===== config.mk =====
export PLATFORM = sky130hd
export DESIGN_NAME = gups_rmw_engine
export DESIGN_NICKNAME = d
export VERILOG_FILES = /design/src/rtl/gups_rmw_engine.sv
export SDC_FILE = /design/constraint.sdc
export NUM_CORES = 1
export LEC_CHECK = 0
export ABC_AREA = 1
export CAP_MARGIN = 10
export CORE_MARGIN = 3
export CORE_UTILIZATION = 41
export CTS_CLUSTER_SIZE = 14
export DETAILED_ROUTE_END_ITERATION = 6
export PLACE_DENSITY = 0.76
export SLEW_MARGIN = 20
export SYNTH_ARGS = -nofsm -noshare
export SYNTH_HDL_FRONTEND = slang
export SYNTH_SLANG_ARGS = --single-unit

===== constraint.sdc =====
create_clock -name clk -period 2.7 [get_ports clk]
set_clock_uncertainty 0.2 [all_clocks]
set_input_delay 0.675 -clock clk [delete_from_list [all_inputs] [get_ports clk]]
set_output_delay 0.675 -clock clk [all_outputs]
set_load 0.1 [all_outputs]

===== src/rtl/gups_rmw_engine.sv =====
// gups_rmw_engine: LFSR-addressed read-modify-write updater with GUPS performance counters
module gups_rmw_engine #(
  parameter int ADDR_W = 32,
  parameter int DATA_W = 64,
  parameter int CNT_W  = 32,
  parameter int CYC_W  = 48,
  parameter int WARMUP = 4
) (
  input  logic              clk,
  input  logic              reset,
  input  logic              start,
  input  logic [63:0]       seed,
  input  logic [CNT_W-1:0]  num_updates,
  input  logic [ADDR_W-1:0] range_mask,
  input  logic              mode,
  output logic              mem_req,
  output logic              mem_we,
  output logic [ADDR_W-1:0] mem_addr,
  output logic [DATA_W-1:0] mem_wdata,
  input  logic              mem_gnt,
  input  logic              mem_rvalid,
  input  logic [DATA_W-1:0] mem_rdata,
  output logic              busy,
  output logic              done,
  output logic [CNT_W-1:0]  updates_done,
  output logic [CYC_W-1:0]  cycles
);
  typedef enum logic [2:0] {IDLE, WARM, CHECK, RD, RWAIT, WR, FIN} state_t;
  state_t              state;
  logic [63:0]         lfsr;
  logic [63:0]         lfsr_nxt;
  logic [CNT_W-1:0]    num_q;
  logic [ADDR_W-1:0]   mask_q;
  logic                mode_q;
  logic [3:0]          warm_cnt;
  assign lfsr_nxt = {1'b0, lfsr[63:1]} ^ (lfsr[0] ? 64'hD800_0000_0000_0000 : 64'h0);
  // Run control: one update is RD -> RWAIT -> WR -> CHECK, all outputs registered
  always_ff @(posedge clk) begin
    if (!reset) begin
      state        <= IDLE;
      lfsr         <= 64'h1;
      num_q        <= '0;
      mask_q       <= '0;
      mode_q       <= 1'b0;
      warm_cnt     <= '0;
      mem_req      <= 1'b0;
      mem_we       <= 1'b0;
      mem_addr     <= '0;
      mem_wdata    <= '0;
      busy         <= 1'b0;
      done         <= 1'b0;
      updates_done <= '0;
      cycles       <= '0;
    end else begin
      done <= 1'b0;
      if (busy && cycles != '1) cycles <= cycles + 1'b1;
      case (state)
        IDLE: if (start) begin
          lfsr         <= (seed == 64'h0) ? 64'h1 : seed;
          num_q        <= num_updates;
          mask_q       <= range_mask;
          mode_q       <= mode;
          warm_cnt     <= '0;
          updates_done <= '0;
          cycles       <= '0;
          busy         <= 1'b1;
          state        <= WARM;
        end
        WARM: if (warm_cnt == 4'(WARMUP)) state <= CHECK;
        else begin
          lfsr     <= lfsr_nxt;
          warm_cnt <= warm_cnt + 1'b1;
        end
        CHECK: if (updates_done == num_q) state <= FIN;
        else begin
          mem_req  <= 1'b1;
          mem_we   <= 1'b0;
          mem_addr <= lfsr[ADDR_W-1:0] & mask_q;
          state    <= RD;
        end
        RD: if (mem_gnt) begin
          mem_req <= 1'b0;
          state   <= RWAIT;
        end
        RWAIT: if (mem_rvalid) begin
          mem_wdata <= mode_q ? (mem_rdata ^ lfsr[DATA_W-1:0]) : (mem_rdata + 1'b1);
          mem_req   <= 1'b1;
          mem_we    <= 1'b1;
          state     <= WR;
        end
        WR: if (mem_gnt) begin
          mem_req      <= 1'b0;
          mem_we       <= 1'b0;
          updates_done <= updates_done + 1'b1;
          lfsr         <= lfsr_nxt;
          state        <= CHECK;
        end
        FIN: begin
          busy  <= 1'b0;
          done  <= 1'b1;
          state <= IDLE;
        end
        default: state <= IDLE;
      endcase
    end
  end
endmodule


After elaboration in Yosys (flattened, before gate mapping)
Cells that the tools add are included.
{"block": "word_totals", "ff_bits": 316, "inputBits": 198, "out_inout_bits": 180}
{"block": "op_classes", "addsub": 4, "n_eq_ne": 17, "mux": 32, "n_bitwise": 4, "n_reduce_logical": 20}
{"cell": "64-bit 2-to-1 mux", "count": 6}
{"cell": "64-bit case mux with 3 select lines", "count": 1}
{"cell": "48-bit 2-to-1 mux", "count": 3}
{"cell": "64-bit by 1-bit adder with 64-bit output (second input constant)", "count": 1}
{"cell": "64-bit zero test", "count": 1}
{"cell": "32-bit 2-to-1 mux", "count": 2}
{"cell": "32-bit case mux with 2 select lines", "count": 1}
{"cell": "63-bit by 64-bit XOR with 64-bit output", "count": 1}
{"cell": "64-bit XOR", "count": 1}
{"cell": "48-bit by 1-bit adder with 48-bit output (second input constant)", "count": 1}
{"cell": "48-bit != test (second input constant)", "count": 1}
{"cell": "32-bit by 1-bit adder with 32-bit output (second input constant)", "count": 1}
{"cell": "32-bit bitwise AND", "count": 1}
{"cell": "32-bit equality test", "count": 1}
{"cell": "3-bit 2-to-1 mux", "count": 6}
{"cell": "3-bit case mux with 6 select lines", "count": 1}
{"cell": "2-bit != test (second input constant)", "count": 7}
{"cell": "4-bit AND reduction", "count": 3}
{"cell": "3-bit equality test (second input constant)", "count": 3}
{"cell": "3-bit nonzero test", "count": 3}
{"cell": "4-bit 2-to-1 mux", "count": 2}
{"cell": "4-bit case mux with 2 select lines", "count": 1}
{"cell": "2-bit AND reduction", "count": 4}
{"cell": "3-bit by 2-bit equality test with 1-bit output (second input constant)", "count": 2}
{"cell": "other kinds (14)", "count": 23}

Logic depth before layout (Yosys ltp)
{"block": "logic_depth", "ltp_word": 5, "depth_mapped": 14, "depth_no_buf": 13}

Least setup slack after synthesis
OpenSTA, ideal clock, no wires.
{"block": "synth_path", "path_kind": "register -> register", "from": "register cycles[0]", "to": "register cycles[0]", "setup_ns": 0.169, "arrival_ns": 2.557, "t_required_ns": 2.331, "slack_ns": -0.225, "stages_incl_launch_ff": 14, "period_less_slack_ns": 2.925, "path_cell_list": "dfxtp_1 -> ha_1 -> nand2_2 -> nor2_4 -> nand2_4 -> nor2_4 -> inv_2 -> nor2_4 -> nand3_2 -> nand2_2 -> inv_2 -> buf_6 -> o21ai_0 -> a21oi_1"}
{"block": "synth_between", "elab_chain_len": 5, "elab_cells_between_ends": 6}
{"item": "from (decl)", "line_no": "26", "text": "output logic [CYC_W-1:0] cycles"}
{"item": "from (signal assigned)", "line_no": "56", "text": "if (busy && cycles != '1) cycles <= cycles + 1'b1;"}
{"item": "branches (longest 2 deep; another with 48-bit by 1-bit adder with 48-bit output)"}
{"item": "48-bit 2-to-1 mux *", "line_no": "56"}
{"item": "48-bit 2-to-1 mux", "line_no": "58", "text": "IDLE: if (start) begin"}
{"item": "48-bit 2-to-1 mux *", "line_no": "57", "text": "case (state)"}
Mark *: on every way between the ends.
A chain may end at the register's enable or synchronous reset.

Final worst setup path
{"block": "layout_path", "from": "input port mem_rdata[24]", "to": "register mem_wdata[28]"}
{"block": "layout_between", "elab_chain_len": 2}
{"item": "from (decl)", "line_no": "22", "text": "input logic [DATA_W-1:0] mem_rdata,"}
{"item": "64-bit by 1-bit adder with 64-bit output", "line_no": "86", "text": "mem_wdata <= mode_q ? (mem_rdata ^ lfsr[DATA_W-1:0]) : (mem_rdata + 1'b1);"}
{"item": "64-bit 2-to-1 mux", "line_no": "86"}
{"item": "to (signal assigned)", "line_no": "86"}
{"item": "to (decl)", "line_no": "19", "text": "output logic [DATA_W-1:0] mem_wdata,"}
No other way between the ends.

==> run metrics <==
Worst Setup Start Kind input pin; Flop pwr share 0.378; EDFF count, synth 0; first-pass GRT wire length 103,000 um; final instance area between 20,000 and 25,000 um2; Worst setup startpoint mem_rdata[24]; CTS clk-pin slew, worst paths 0.06 ns; number of global-route vias before repair 18,700; final-report max-slew violation count 0; Max Root-Sink Buffers 3; dpl cell area 22,100 um2; initial antenna violation count 7; row count 74; cts bufs inserted 36; Worst-Skew Late Latency 0.56 ns; P_leak ~9.7 nW; die area 44,100 um2; Max-Slew Margin vs Limit 0.546; GR Util All Layers 0.294; Worst setup EP type flip-flop; worst-path maximum fanout 3; Routed WL 67,000 um; I/O pins 378; Iteration-0 DRC Markers 1,889; Synth area leaders dfxtp_1 37%, nand2_1 15%, a21oi_1 9.9%, o21ai_0 6.5%, nor2_1 5.3%; Power Dens Cells 704 nW/um2; status finished, final reports clean; asr flop ratio synth 0; post_cts resized 0; Pint a little over 10 mW; period utilisation layout 0.930; CP max stage delay 0.63 ns; Tmin final ~2.5 ns; Hold Startpoint mask_q[12]; share of cells above drive strength 1 0.153; post-DR wirelength/cell 18.3 um; drt pass-1 iters 6; most frequent cells in the layout 674 x nand2_1, 360 x buf_4, 338 x a21oi_1; Layout Area Growth over Synthesis 36.3%; Fmax 398 MHz; Mapped Area 17,000 um2; CP max stage cell clkdlybuf4s50_1; Final nets 3,305; Clock power frac 0.301; most common cell after layout, fill and taps aside nand2_1; Worst Tran Pin Value 0.681 ns; post-synth top area cell dfxtp_1; CP arrival ~2.8 ns; synthesized instance count 2,618; switching power total 6.29 mW; Setup CP Type in2reg; largest delay contributor family on the critical path simple AND/OR/NAND/NOR gates; critical-path cell list clkdlybuf4s50_1 -> nand2_1 -> nor2_1 -> inv_1 -> nor2_1 -> nand3_1 -> o21ai_0 -> o21ai_0 -> nand2_1 -> nand3_1 -> nand2_1 -> inv_1; clk sinks 316; syn avg cell area 6.51 um2; CP most frequent cell nand2_1; RSZ-0062 raised after global routing no; worst r2r src updates_done[0]; largest net degree at the start of global routing 79; Hold Buf Count CTS 0; Die W 210 um; die height 210 um; VDD IR max a little under 0.4 mV; worst path bufs/invs 3; Main synth FF type dfxtp_1; routed vias/inst 5.35; I/O Buffers 377; sequential element share of the synthesized area 0.371; max-cap violations 0; Hold WC Path Type reg2reg; post-CTS setup buffers 0; CTS tree built; post-synth top area share 0.371; Hold Vio Cnt, Final 0; endpoints failing setup 0; combinational fraction of design power 0.321; hpwl dp 52,000 um; Hold WS approximately 0.25 ns; YS warnings 0; Placeable Area 40,900 um2; Filler cells roughly 4,000; root buf cell clkbuf_16; residual DRC count 0; Synth Register Bits roughly 320; htree depth 2; GPL Wtd Cong roughly 1.0; Overflow after GRT 0; vias 19,600; antenna viol nets, final 0; library cells used by synthesis 46; Initial Utilization 0.417; sw frac 0.385; Worst EP required 2.95 ns; Syn Nets 2,821
-- worst paths after layout --
path                            to  slack [ns]  depth (start not counted)
setup / recovery     mem_wdata[28]        0.19                         12
hold / removal          mask_q[12]        0.25                          2
setup reg to reg  updates_done[26]        0.32                         13
hold reg to reg         mask_q[12]        0.25                          2
-- flip-flops by register name, indices dropped and copies added, names as in the netlist, 3 cells and up --
register,cells
lfsr,64
mem_wdata,64
cycles,48
mask_q,32
mem_addr,32
num_q,32
updates_done,32
warm_cnt,4
state,3
-- stage by stage --
step | util | total power, mW | setup slack (ns) | cells | setup TNS [ns]
3_3_place_gp | 0.539 | 11.3 | -0.375 | 3596 | -9.74
2_1_floorplan | - | 9.56 | 0.0252 | 2618 | 0
5_1_grt | 0.568 | 17.2 | 0.0136 | 3662 | 0
6_report | 0.568 | 16.3 | 0.189 | 3663 | 0
4_1_cts | 0.567 | 16.4 | 0.178 | 3657 | 0
3_5_place_dp | 0.539 | 11.4 | -0.406 | 3596 | -11.50
-- cells by family after synthesis --
logic type	synth area share
buffers and inverters	0.0893
xor gates and xnor gates	0.0442
adders and majority gates	0.00367
AOI/OAI and AO/OA	0.188
and+or+nand+nor	0.303
DFF	0.371
-- cells in the mapped netlist, types with 2 or more instances --
cell type	count
a31oi_1	6
o221ai_1	2
nor3_2	2
ha_1	5
nand4_1	40
o211ai_1	3
nor4_1	14
a211oi_1	3
nand2_4	2
a21oi_1	338
nand2_2	4
o21bai_1	6
dfxtp_1	316
buf_1	8
or2_2	7
clkbuf_2	3
nand3_1	147
clkbuf_1	75
nand3_2	2
o21a_1	19
nor3b_1	3
o21ai_0	220
nor3_1	71
clkinv_1	2
xor2_1	44
nor2_1	241
nand2_1	676
buf_12	5
nor2_4	4
inv_1	240
a21oi_2	11
inv_2	7
nand3b_1	4
xnor2_1	42
and2_1	2
nor2_2	5
buf_2	30
-- layer usage --
metal  global-route usage  vias up  part of all wire
li1                     -     9557                 -
met1                0.371     9055              0.41
met2                0.485      838              0.47
met3               0.0525      155             0.072
met4                0.144        2             0.051
met5                    0        -           0.00018
-- final cells by class --
type | instances | area [um2] | share of cell area
diodes | 6 | 15.0 | 0.000646
clock buffers | 46 | 988 | 0.0425
clock inverters | 15 | 170 | 0.00732
inverters | 249 | 935 | 0.0402
multi-input cells | 1931 | 9220 | 0.397
flip-flops and latches | 316 | 6330 | 0.272
well taps | 532 | 666 | 0.0287
repair buffers | 568 | 4910 | 0.211
-- worst min-delay path: cells and delay by family (launching register included) --
family	cells	cell delay, ns
AO/OA/AOI/OAI	1	0.05
buffers and inverters	1	0.05
flip-flops	1	0.31
-- power by group through the flow --
stage | logic [mW] | clock network (mW) | registers [mW]
floorplan | 3.06 | 0 | 6.50
global placement | 5.07 | 0 | 6.24
detailed placement | 5.18 | 0 | 6.27
CTS | 5.21 | 4.99 | 6.17
global route | 5.77 | 5.18 | 6.26
finish | 5.25 | 4.92 | 6.18
Power figures use the tool's default switching activity.
==> RTL edit, RTL diff (same flow settings) <==
Re-encode `state_t` (7 states) as Gray code, 3 bits wide.
--- a/src/rtl/gups_rmw_engine.sv
+++ b/src/rtl/gups_rmw_engine.sv
@@ -27,3 +27,3 @@
 );
-  typedef enum logic [2:0] {IDLE, WARM, CHECK, RD, RWAIT, WR, FIN} state_t;
+  typedef enum logic [2:0] {IDLE = 3'b000, WARM = 3'b001, CHECK = 3'b011, RD = 3'b010, RWAIT = 3'b110, WR = 3'b111, FIN = 3'b101} state_t;
   state_t              state;
Function: same outputs for any inputs over 4 cycles, from zero or initial values and one cycle with reset low; so few cycles prove little.
==> RTL edit against the original RTL <==
- fmax increased by 1.3%
- register-to-register slack improved by 0.07 ns
- design area increased by 4.0%
- setup slack improved by 0.031 ns
- non-clock buffer count increased by 11
- wire length increased by 3.0%
- total power increased by 12%
- utilization increased by 0.21 points
- count of clock-buffer cells in the layout increased by 8
- area after synthesis increased by 4.3%
- sequential cell count unchanged
- sequential power increased by 3.6%
- largest power group is now combinational logic
==> RTL edit: results (changes against the original RTL) <==
Worst setup path
  • Worst-case reg-to-reg path depth: 11 (-2)
  • RR Endpoint: updates_done[22]
  • Max FO, Critical Path: 3 (unchanged)
  • R2R Setup Slk: 0.39 ns (+0.07 ns)
  • Critical path origin: mem_rdata[0]
  • Crit path largest cell delay: 0.49 ns (-0.14 ns)
  • Crit path arrival time: 2.73 ns (-0.03 ns)

Final layout
  • Fin nets: 3419 (+3.4%)
  • Fill count: 4155 (+6.8%)
  • Biggest regs: lfsr (64), mem_wdata (64), cycles (48)
  • Layout cell share with drive strength beyond 1: 18.4% (+3.1 points)

Run status
  • Status: complete, no violations

Placed design
  • Port Buf Inserts: 377 (unchanged)
  • DP HPWL: 54.1 mm (+4.0%)
  • Routability congestion estimate: 0.954 (-5.7%)
  • Placement-stage worst setup slack: -0.317 ns (+0.0889 ns)

Route
  • Vias: 19900 (+1.3%)
  • Starting DRT DRC Count: 1775 (-6.0%)
  • Routed length per instance: 18.0 µm (-1.4%)

Global routing
  • Largest net degree at the start of global routing: 125 (+58%)
  • GRT Overall Usage: 28.8% (-0.53 points)
  • Initial antenna violation count: 8 (+1)
  • Global-route wire length before repair: 107 mm (+3.4%)
  • Vias in the first global route: 19200 (+2.4%)

Synth
  • Commonest cells post-synth: nand2_1 (843), dfxtp_1 (316), nor2_1 (312)
  • Net count after synthesis: 2920 (+3.5%)
  • Post-synthesis sequential area ratio: 35.6% (-1.5 points)
  • Netlist cell types: 50 (+8.7%)
  • Main area contributors after synthesis: dfxtp_1 (36%), nand2_1 (18%), nor2_1 (6.6%)

Power and ir drop
  • Max rail drop VDD: 0.503 mV (+28%)
  • P_leak: 10.2 nW (+5.7%)

Clock network
  • Resize count post-CTS: 0 (unchanged)
  • Total CTS buffers: 38 (+5.6%)
  • Clock Pin Slew Worst Setup and Hold Paths: 0.06 ns (about the same)
  • Number of setup buffers added after CTS: 0 (unchanged)

Worst hold path
  • Hold_sp: mask_q[27]
  • Worst Hold Path EP: mask_q[27]

Timing
  • Slew @ Worst Pin: 0.755 ns (+0.0734 ns)
  • Worst hold slack: 0.265 ns (+0.0176 ns)
RTL edit: cell types whose count changed after synthesis, sizes merged, moves of 13 or more:
cell    delta
nand2    +169
nor2      +70
o21ai     -57
a21oi     -39
nand3     -35
inv       -21
nand4     +13
o21bai    +13
RTL edit: report_power, final:
part	switching (W)	leakage, nW	internal [W]
sequential	0.000917	2.58	0.00548
combinational	0.00427	7.01	0.00217
clock	0.00212	0.644	0.00336
RTL edit: worst max path at each step:
stage	end	slack, ns	depth (start not counted)
3_3_place_gp	mem_wdata[56]	-0.30	13
3_5_place_dp	mem_wdata[50]	-0.32	14
4_1_cts	mem_addr[24]	0.12	13
6_report	mem_wdata[50]	0.22	14
2_1_floorplan	cycles[32]	0.05	11
5_1_grt	mem_wdata[50]	0.04	14
RTL edit: logic make-up after synthesis:
logic type               after synthesis  synth area share, %
adder cells (fa/ha/maj)                5                0.352
multiplexers                           1               0.0563
flip-flops                           316                 35.6
AND/OR/NAND/NOR                     1435                 33.5
buffers and inverters                346                 8.49
XOR/XNOR                              90                 4.43
AO/OA/AOI/OAI                        524                 17.6
RTL edit: cell type report:
type,count,share of cell area (%)
Inverter,226,3.56
Tap cell,577,2.99
Sequential cell,316,26.2
Clock inverter,12,0.802
Antenna cell,7,0.0725
Multi-Input combinational cell,2055,41.2
Timing Repair Buffer,579,20.5
Clock buffer,54,4.64
RTL edit: routing by layer:
layer  up-vias  GRT usage (%)  part of all wire, %
met5         -              0                0.019
met4         2           10.2                  3.2
met3       133           5.19                  6.9
met2       755           49.7                   48
met1      9198           36.2                   42
li1       9780              -                    -
RTL edit: metrics by stage:
stage,cell area (µm²),instances
finish,24200,3826
floorplan,17800,2717
global placement,22800,3753
CTS,24100,3819
global route,24200,3826
detailed placement,22800,3753
